## src/rtl/key_debounce.sv

```systemverilog
// key_debounce -- pushbutton conditioner.
//
// Synchronizes a raw, bouncing, active-low pushbutton into the I_clk domain,
// debounces both edges over T_DEBOUNCE cycles and classifies each press as
// short or long (held for T_LONG cycles).
//
// Ports:
//   I_clk            system clock, rising edge
//   I_reset_n        asynchronous active-low reset
//   I_key_n          raw pushbutton, 0 = pressed, asynchronous, may bounce
//   O_key_level      debounced key state, 1 = pressed
//   O_press_pulse    one-cycle pulse on debounced press
//   O_release_pulse  one-cycle pulse on debounced release
//   O_short_press    one-cycle pulse on release of a press shorter than T_LONG
//   O_long_press     one-cycle pulse when the hold time reaches T_LONG
module key_debounce #(
  parameter int unsigned T_DEBOUNCE = 500000,
  parameter int unsigned T_LONG     = 25000000
) (
  input  logic I_clk,
  input  logic I_reset_n,
  input  logic I_key_n,
  output logic O_key_level,
  output logic O_press_pulse,
  output logic O_release_pulse,
  output logic O_short_press,
  output logic O_long_press
);

  localparam logic [25:0] LP_DB_END   = 26'(T_DEBOUNCE - 1);
  localparam logic [25:0] LP_HOLD_END = 26'(T_LONG - 1);

  typedef enum logic [2:0] {
    S_IDLE     = 3'd0,
    S_PRESS_DB = 3'd1,
    S_PRESSED  = 3'd2,
    S_LONG     = 3'd3,
    S_REL_DB   = 3'd4
  } state_t;

  state_t      r_state;
  state_t      w_state_nxt;
  logic [25:0] r_cnt;
  logic [25:0] w_cnt_nxt;
  logic [25:0] r_hold;
  logic [25:0] w_hold_nxt;
  logic        r_long_flag;
  logic        w_long_flag_nxt;

  logic        r_sync1;
  logic        r_sync2;
  logic        w_key_s;

  logic        w_level_nxt;
  logic        w_press_nxt;
  logic        w_release_nxt;
  logic        w_short_nxt;
  logic        w_long_nxt;

  // Two-flop synchronizer; idles at 1 (released) so reset never looks like a press.
  always_ff @(posedge I_clk or negedge I_reset_n) begin
    if (!I_reset_n) begin
      r_sync1 <= 1'b1;
      r_sync2 <= 1'b1;
    end else begin
      r_sync1 <= I_key_n;
      r_sync2 <= r_sync1;
    end
  end

  assign w_key_s = ~r_sync2;

  always_ff @(posedge I_clk or negedge I_reset_n) begin
    if (!I_reset_n) begin
      r_state         <= S_IDLE;
      r_cnt           <= '0;
      r_hold          <= '0;
      r_long_flag     <= 1'b0;
      O_key_level     <= 1'b0;
      O_press_pulse   <= 1'b0;
      O_release_pulse <= 1'b0;
      O_short_press   <= 1'b0;
      O_long_press    <= 1'b0;
    end else begin
      r_state         <= w_state_nxt;
      r_cnt           <= w_cnt_nxt;
      r_hold          <= w_hold_nxt;
      r_long_flag     <= w_long_flag_nxt;
      O_key_level     <= w_level_nxt;
      O_press_pulse   <= w_press_nxt;
      O_release_pulse <= w_release_nxt;
      O_short_press   <= w_short_nxt;
      O_long_press    <= w_long_nxt;
    end
  end

  always_comb begin
    w_state_nxt     = r_state;
    w_cnt_nxt       = r_cnt;
    w_hold_nxt      = r_hold;
    w_long_flag_nxt = r_long_flag;
    w_press_nxt     = 1'b0;
    w_release_nxt   = 1'b0;
    w_short_nxt     = 1'b0;
    w_long_nxt      = 1'b0;

    case (r_state)
      S_IDLE: begin
        if (w_key_s) begin
          w_state_nxt = S_PRESS_DB;
          w_cnt_nxt   = '0;
        end
      end

      S_PRESS_DB: begin
        if (!w_key_s) begin
          w_state_nxt     = S_IDLE;
          w_long_flag_nxt = 1'b0;
        end else if (r_cnt == LP_DB_END) begin
          w_state_nxt = S_PRESSED;
          w_cnt_nxt   = '0;
          w_hold_nxt  = '0;
          w_press_nxt = 1'b1;
        end else begin
          w_cnt_nxt = r_cnt + 26'd1;
        end
      end

      // Release is tested first so it wins over a coincident long-press.
      S_PRESSED: begin
        if (!w_key_s) begin
          w_state_nxt = S_REL_DB;
          w_cnt_nxt   = '0;
        end else if (r_hold == LP_HOLD_END) begin
          w_state_nxt     = S_LONG;
          w_long_flag_nxt = 1'b1;
          w_long_nxt      = 1'b1;
        end else begin
          w_hold_nxt = r_hold + 26'd1;
        end
      end

      S_LONG: begin
        if (!w_key_s) begin
          w_state_nxt = S_REL_DB;
          w_cnt_nxt   = '0;
        end
      end

      // A release bounce returns to wherever the press was; hold stays frozen meanwhile.
      S_REL_DB: begin
        if (w_key_s) begin
          w_state_nxt = r_long_flag ? S_LONG : S_PRESSED;
        end else if (r_cnt == LP_DB_END) begin
          w_state_nxt     = S_IDLE;
          w_cnt_nxt       = '0;
          w_long_flag_nxt = 1'b0;
          w_release_nxt   = 1'b1;
          w_short_nxt     = ~r_long_flag;
        end else begin
          w_cnt_nxt = r_cnt + 26'd1;
        end
      end

      // Unused encodings fall back to idle with every pulse low.
      default: begin
        w_state_nxt     = S_IDLE;
        w_cnt_nxt       = '0;
        w_hold_nxt      = '0;
        w_long_flag_nxt = 1'b0;
      end
    endcase

    w_level_nxt = (w_state_nxt == S_PRESSED) || (w_state_nxt == S_LONG) ||
                  (w_state_nxt == S_REL_DB);
  end

endmodule

```

## config.mk

```make
export PLATFORM = sky130hd
export DESIGN_NAME = key_debounce
export DESIGN_NICKNAME = d
export VERILOG_FILES = /design/src/rtl/key_debounce.sv
export SDC_FILE = /design/constraint.sdc
export NUM_CORES = 1
export LEC_CHECK = 0
export BUFFER_PORTS_ARGS = -buffer_cell sky130_fd_sc_hd__buf_2
export CAP_MARGIN = 20
export CORE_ASPECT_RATIO = 1.1
export CORE_MARGIN = 3
export CORE_UTILIZATION = 60
export CTS_CLUSTER_DIAMETER = 40
export CTS_CLUSTER_SIZE = 40
export DETAILED_ROUTE_END_ITERATION = 7
export PLACE_DENSITY = 0.85
export SLEW_MARGIN = 20
export SYNTH_ARGS = -nofsm -noshare
export SYNTH_HDL_FRONTEND = slang
export SYNTH_SLANG_ARGS = --single-unit
```

## constraint.sdc

```tcl
create_clock -name I_clk -period 7.9 [get_ports I_clk]
set_input_delay 1.58 -clock I_clk [delete_from_list [all_inputs] [get_ports I_clk]]
set_output_delay 1.58 -clock I_clk [all_outputs]
set_load 0.005 [all_outputs]
```

* Yosys cells after proc, flatten, opt, wreduce, memory -nomap -nowiden
Index checks and enable logic that the tools add are counted.
** Storage, ports and cells
- Logic and storage cells :: 82
- Register bits :: 63
- RAM bits :: 0
- Output and inout bits :: 5
- Latch bits :: 0
- Bits in read-only memories :: 0
- Memories :: 0
- Input port bits :: 3
** Cells by class
- Bitwise gates (word level) :: 3
- Reductions and logical operators :: 9
- Divide/modulo/power cells :: 0
- Multiplexer cells :: 38
- $mul :: 0
- Eq/ne operators :: 19
- Magnitude comparators :: 0
- $add $sub $neg :: 2
- Shift-type cells :: 0
** Operator list (number)
- $mux W26 :: 9
- $pmux W26 S4 :: 1
- $pmux W26 S3 :: 1
- $add A26 B1 Y26 const B :: 2
- $eq A26 B19 Y1 const B :: 1
- $eq A26 B25 Y1 const B :: 1
- $mux W3 :: 8
- $ne A2 B2 Y1 const B :: 9
- $mux W1 :: 17
- $pmux W3 S5 :: 1
- $eq A3 B2 Y1 const B :: 4
- $eq A3 B3 Y1 const B :: 2
- $reduce_and A6 Y1 :: 1
- $reduce_and A5 Y1 :: 1
- $pmux W1 S4 :: 1
- $reduce_and A4 Y1 :: 1
- $reduce_or A2 Y1 :: 2
- $eq A3 B1 Y1 const B :: 1
- $logic_not A3 Y1 :: 1
- $not A1 Y1 :: 3
- $reduce_or A3 Y1 :: 1
- $logic_or A1 B1 Y1 :: 2
- $ne A2 B1 Y1 const B :: 1

* Depth between registers and ports, before layout
Gate-level depths: netlist (run 1).
- Depth in word-level cells :: 7
- Mapped depth :: 8
- Depth with buffers taken out :: 7

* Least setup slack after synthesis (run 1)
No wires, ideal clock.
- Path kind :: register -> register
- From :: register r_cnt[5]
- To :: register r_hold[16]
- Data required time :: 7.781 ns
- Path buffers :: 1
- Library setup time :: 0.119 ns
- Path slack :: 5.400 ns
- Cell stages (with the launch flop) :: 7
- Period minus slack after synthesis :: 2.500 ns
- Arrival time :: 2.382 ns
- Cell sequence :: dfrtp_1 > or4b_1 > or4_4 > or4_4 > a21oi_2 > buf_6 > nor2_2
** On the way
- Longest elaborated chain between the ends :: 3
** RTL lines
- start: declaration :: RTL line 43 : logic [25:0] r_cnt;
- start signal: assignment :: RTL line 86 : r_cnt <= w_cnt_nxt;
- $eq A26 B19 Y1 :: RTL line 119 : end else if (r_cnt == LP_DB_END) begin
- $ne A2 B2 Y1 (no line)
- $reduce_and A5 Y1 (no line)
- end signal: assignment :: RTL line 87 : r_hold <= w_hold_nxt;
- end: declaration :: RTL line 45 : logic [25:0] r_hold;
Every way passes these cells.
A chain may end at the register's enable or synchronous reset.

* Final worst setup path (run 1)
- From :: register r_cnt[5]
- To :: register r_hold[19]
Same word-level chain as after synthesis.

==> run summary, run 1 <==
Status = finished, final reports clean
Register area = 1580 um^2
Synth cell types = 52
Worst-path maximum fanout = 18
Antenna violations before repair = 0
Mapped Area = 3370 um^2
Vias in the first global route = 2731
Hold Buf Count CTS = 0
Nets = 377
Hold Path Class = reg2reg
Placer Congestion = 0.815
Number of synthesis warnings = 0
Post-route clock period utilization = 0.376
Slew @ Worst Pin = 1.01 ns
Die height = 84.6 um
Endpoints failing setup = 0
Post-CTS Resized = 0
Max-Cap Viols = 0
Largest stage delay, worst path = 0.61 ns
Core Region = 5200 um^2
Vias = 2816
Area of the multi-input gates = 1700 um^2
CTS buffer count = 9
Crit Path Category = reg2reg
Full die area = 6550 um^2
CP Data Required Time = 8.17 ns
Leakage power = 1.59 nW
RSZ-0062 raised after global routing = no
Total grt overflow = 0
Crit start category = flip-flop
Post-route DRC = 0
Clk slew on worst S/H paths = 0.07 ns
Synth Area per Inst = 9.17 um^2
Max-slew headroom = 0.323
CTS tree = done
First-pass GRT wire length = 12400 um
CP max-delay cell = or4_4
Minimum clock period = 2.97 ns
Share of cells above drive strength 1 = 0.138
WP buf/inv = 0
Fin. Hold Viols = 0
Crit end category = flip-flop
Final HPWL from detailed placement = 4700 um
Max Fclk = 336 MHz
Sum of negative setup slack = 0 ns
Hold_ws = 0.360 ns
Initial Util = 0.647
Peak VDD IR = 128 uV
Number of synthesized flops with an enable pin = 0
Cells after Synth = 367
Syn_nets = 372
Most common cell after layout, fill and taps aside = dfrtp_1
Largest net degree at the start of global routing = 64
Synth Register Bits = 63
Clk root buf = clkbuf_8
Drt first-iter violations = 169
Sequential element share of the synthesized area = 0.469
Die Span X = 77.4 um
Most frequent cells in the layout = dfrtp_1, nor2_1, o21ai_0
Worst Path Arrival = 3.25 ns
Post-Route WL = 7160 um
Ports = 8
Drt wl/cell = 15.9 um
Clock Latency Late Sink = 0.35 ns
CTS Buffer Depth = 2
Sink Count = 63
Setup bufs post-CTS = 0
Top Family by Delay on Critical Path = simple AND/OR/NAND/NOR gates
CP cell instances = or4b_1, or4_4, o21ai_4, nand3_2, or3_1, a21oi_2
GR Util All Layers = 0.235
H-tree depth = 3
# rows = 27
Ys async rst share = 1.00
Vias per inst = 6.27
Final ANT Viol Nets = 0
DRT Pass-1 Iters = 5
Ant. Diodes = 0
Synthesis-to-finish area growth = 8.59%
Pwr/cell area = 175 nW/um^2
Skew final = 0.0107 ns
# port buffers = 7
Fill cells = 405
Slew Limit Fails = 0
Top_reg_cell synth = dfrtp_1
Pwr Total = 0.000640 W
-- synthesized netlist by cell type (2+ instances only) --
cell	number	area, um^2
o31ai_1	6	45.0
xor2_1	20	175
or3_1	5	31.3
nand2_1	28	105
a21oi_2	4	35.0
inv_1	4	15.0
dfstp_2	2	52.6
and2_1	3	18.8
o21ai_1	5	25.0
o21ai_0	37	185
a22o_1	2	17.5
or4_4	2	22.5
clkbuf_1	13	48.8
o22a_1	2	17.5
nor2b_1	3	18.8
a21oi_1	8	40.0
nor2_2	9	56.3
nand4_1	29	181
nand3_1	15	75.1
and3_1	21	131
ha_1	2	25.0
nor2_1	39	146
nor4_1	4	25.0
nor4b_1	2	17.5
dfrtp_1	61	1530
xnor2_1	4	35.0
nor3_1	10	50.1
a31oi_1	2	12.5
buf_6	2	22.5
-- cell families after synthesis --
logic type	after synthesis	synth area share
AO/OA/AOI/OAI	76	0.139
XOR/XNOR	24	0.0625
adder cells (fa/ha/maj)	2	0.00743
buffers and inverters	21	0.0282
flip-flops	63	0.469
multiplexers	1	0.00335
AND/OR/NAND/NOR	180	0.290
-- power by group --
| part | switching [W] | leakage [nW] | total (W) | internal [W] |
|---|---|---|---|---|
| clock network | 0.000127 | 0.105 | 0.000289 | 0.000162 |
| registers | 0.00000345 | 0.869 | 0.000329 | 0.000325 |
| logic | 0.0000164 | 0.616 | 0.0000217 | 0.00000537 |
-- final timing paths --
kind	startpoint	end	slack [ns]	cells after the start
max	r_cnt[5]	r_hold[19]	4.93	6
min	r_sync1	r_sync2	0.36	0
max reg2reg	r_cnt[5]	r_hold[19]	4.93	6
min reg2reg	r_sync1	r_sync2	0.36	0
max in group asynchronous	I_reset_n	r_hold[16]	6.02	2
min in group asynchronous	I_reset_n	r_hold[10]	1.38	2
-- per-layer routing --
layer	GRT usage	routed length, um	up-vias	share of wire
met3	0.0440	334	17	0.047
met5	0	0	-	0
met1	0.309	3260	1351	0.46
met2	0.368	3440	107	0.48
met4	0.126	123	0	0.017
li1	-	-	1341	-
-- flip-flops by register name, indices dropped and copies added (netlist names) --
name / count
r_long_flag: 1
O_long_press: 1
O_short_press: 1
r_cnt: 26
r_sync2: 1
r_sync1: 1
O_release_pulse: 1
r_state: 3
O_key_level: 1
O_press_pulse: 1
r_hold: 26
-- through the flow --
step                      utilization  setup WS (ns)  std cells  instance area, um^2
after detailed placement        0.661           4.93        432                 3440
after global routing            0.703           4.82        449                 3650
final                           0.703           4.93        449                 3650
after floorplan                     -           5.40        367                 3370
after global placement          0.660           5.02        432                 3430
after CTS                       0.701           4.91        448                 3650
-- final cells by class --
type	count	area share
inverters	4	0.00411
well taps	72	0.0246
clock buffers	11	0.0414
clock inverters	5	0.0154
repair buffers	11	0.0178
multi-input cells	283	0.465
flip-flops and latches	63	0.432
Note: power is estimated with default switching activity, not from simulation.
==> run 2, diff against run 1 <==
--- a/config.mk
+++ b/config.mk
@@ -9,11 +9,11 @@
 export CAP_MARGIN = 20
 export CORE_ASPECT_RATIO = 1.1
 export CORE_MARGIN = 3
-export CORE_UTILIZATION = 60
+export CORE_UTILIZATION = 56
 export CTS_CLUSTER_DIAMETER = 40
 export CTS_CLUSTER_SIZE = 40
 export DETAILED_ROUTE_END_ITERATION = 7
-export PLACE_DENSITY = 0.85
+export PLACE_DENSITY = 0.83
 export SLEW_MARGIN = 20
 export SYNTH_ARGS = -nofsm -noshare
 export SYNTH_HDL_FRONTEND = slang
==> constraint.sdc (replaced) <==
create_clock -name I_clk -period 2.7 [get_ports I_clk]
set_input_delay 0.54 -clock I_clk [delete_from_list [all_inputs] [get_ports I_clk]]
set_output_delay 0.54 -clock I_clk [all_outputs]
set_load 0.005 [all_outputs]
==> run 2 against run 1 <==
Routed wire length rose by 0.36%; clock power rose by 140%; fmax rose by 14%; register-to-register slack got worse by 4.8 ns; combinational power rose to 3.6 times the previous value; worst setup slack got worse by 4.8 ns; sequential share of layout area fell by 1.2 points; sequential cell count did not move; design area rose by 2.9%; hold slack got worse by 0.16 ns.
==> run summary, run 2 (synthesis gave the netlist of run 1 again) <==
Minimum clock period = 2.60 ns
Drt wl/cell = 15.3 um
Total grt overflow = 0
CTS Buffer Depth = 2
Full die area = 6980 um^2
H-tree depth = 3
Worst-path maximum fanout = 11
# port buffers = 7
Internal Pwr Total = 0.00130 W
Largest net degree at the start of global routing = 38
Clk slew on worst S/H paths = 0.07 ns
Sink Count = 63
Die height = 87.3 um
Fill cells = 455
Reg2reg end = r_hold[21]
Metal3 WL = 289 um
Psw = 0.000434 W
Status = finished, final reports clean
Final HPWL from detailed placement = 5090 um
Crit end category = flip-flop
Slew @ Worst Pin = 0.641 ns
Peak VDD IR = 387 uV
Fin. Hold Viols = 0
Clk root buf = clkbuf_8
Crit path capture = r_hold[21]
Regs by FF count = r_cnt (26), r_hold (26), r_state (3)
Post-Route WL = 7190 um
Crit Path Category = reg2reg
Switching share of total power = 0.250
Leakage power = 1.66 nW
Max Fclk = 385 MHz
DR top layer = met4
Crit start category = flip-flop
Reg2Reg Depth = 6
Nets = 394
Die Span X = 79.9 um
Share of cells above drive strength 1 = 0.170
Worst Path Arrival = 2.82 ns
GR Util All Layers = 0.227
Hold Path Class = in2async
Final ANT Viol Nets = 0
Most frequent cells in the layout = dfrtp_1, nor2_1, o21ai_0
CP Data Required Time = 2.92 ns
CTS buffer count = 9
Slew Limit Fails = 0
Clock Latency Late Sink = 0.35 ns
Drt first-iter violations = 213
Core Region = 5610 um^2
Comb power frac = 0.045
Met2 wire len = 3660 um
Synthesis-to-finish area growth = 11.8%
Max-Cap Viols = 0
R2r setup slk = 0.1 ns
Post-CTS Resized = 0
Ports = 8
# rows = 28
CTS tree = done
First-pass GRT wire length = 12500 um
Setup bufs post-CTS = 0
Post-route DRC = 0
RSZ-0062 raised after global routing = no
CP Launch Point = r_cnt[5]
DRT Pass-1 Iters = 4
Antenna violations before repair = 0
Pwr Total = 0.00174 W
Most common cell after layout, fill and taps aside = dfrtp_1
Met1 Routed Length = 3120 um
Sum of negative setup slack = 0 ns
Max-slew headroom = 0.569
Initial Util = 0.600
Ant. Diodes = 0
Vias per inst = 6.08
Vias = 2853
Hold Buf Count CTS = 0
RR Startpoint = r_cnt[5]
Skew final = 0.0117 ns
Pwr/cell area = 462 nW/um^2
Endpoints failing setup = 0
Post-route clock period utilization = 0.963
Clk network pwr share = 0.403
Placer Congestion = 0.887
Seq pwr share = 0.552
Vias in the first global route = 2814
-- run 2: cell types whose count changed in the layout (fill, tap and decap cells not counted) --
| cell | previous run | this run |
|---|---|---|
| clkinvlp_4 | 1 | 3 |
| clkinv_4 | 1 | 0 |
| clkbuf_1 | 0 | 1 |
| buf_12 | 0 | 2 |
| nor4_2 | 1 | 0 |
| nor4_1 | 3 | 4 |
| clkbuf_8 | 11 | 9 |
| clkinv_2 | 2 | 3 |
| bufinv_16 | 1 | 0 |
| buf_4 | 4 | 19 |
-- run 2: power by group through the flow --
stage / sequential [W] / combinational [W] / clock, W
2_1_floorplan: 0.000975 / 0.0000404 / 0
3_3_place_gp: 0.000977 / 0.0000767 / 0
3_5_place_dp: 0.000977 / 0.0000797 / 0
4_1_cts: 0.000959 / 0.0000797 / 0.000709
5_1_grt: 0.000960 / 0.0000884 / 0.000749
6_report: 0.000960 / 0.0000786 / 0.000700
-- run 2: worst min path at each step --
stage                  end  slack [ns]  depth (start not counted)
6_report        r_hold[11]        0.20                          1
5_1_grt         r_hold[11]        0.23                          1
4_1_cts         r_hold[11]        0.22                          1
3_5_place_dp       r_sync2        0.35                          0
3_3_place_gp       r_sync2        0.35                          0
2_1_floorplan  O_key_level        0.24                          0
-- run 2: cell type report --
| type | instances | area [um^2] | area share |
|---|---|---|---|
| clock buffer | 10 | 128 | 0.0339 |
| clock inverter | 6 | 37.5 | 0.00998 |
| inverter | 4 | 15.0 | 0.00399 |
| multi-input combinational | 283 | 1690 | 0.450 |
| sequential | 63 | 1580 | 0.420 |
| tap | 75 | 93.8 | 0.0249 |
| timing repair buffer | 28 | 218 | 0.0579 |
-- run 2: critical path, stage by stage (launching register included) --
cell and delay (ns):
dfrtp_1 0.41, or4b_1 0.54, or4_4 0.61, or4_4 0.51, a21oi_2 0.20, buf_12 0.16, nor2_2 0.04
-- run 2: stage by stage --
step / setup WS (ns) / std cells / hold slack (ns) / utilization / area, um^2
2_1_floorplan: 0.200 / 367 / 0.244 / - / 3370
3_3_place_gp: 0.156 / 453 / 0.346 / 0.642 / 3600
3_5_place_dp: 0.131 / 453 / 0.348 / 0.642 / 3600
4_1_cts: 0.103 / 469 / 0.215 / 0.671 / 3760
5_1_grt: 0.0262 / 469 / 0.229 / 0.671 / 3760
6_report: 0.0995 / 469 / 0.202 / 0.671 / 3760
-- run 2: metal layers --
metal  vias up  track usage
li1       1384            -
met1      1395        0.275
met2        61        0.386
met3        13       0.0580
met4         0       0.0876
met5         -            0
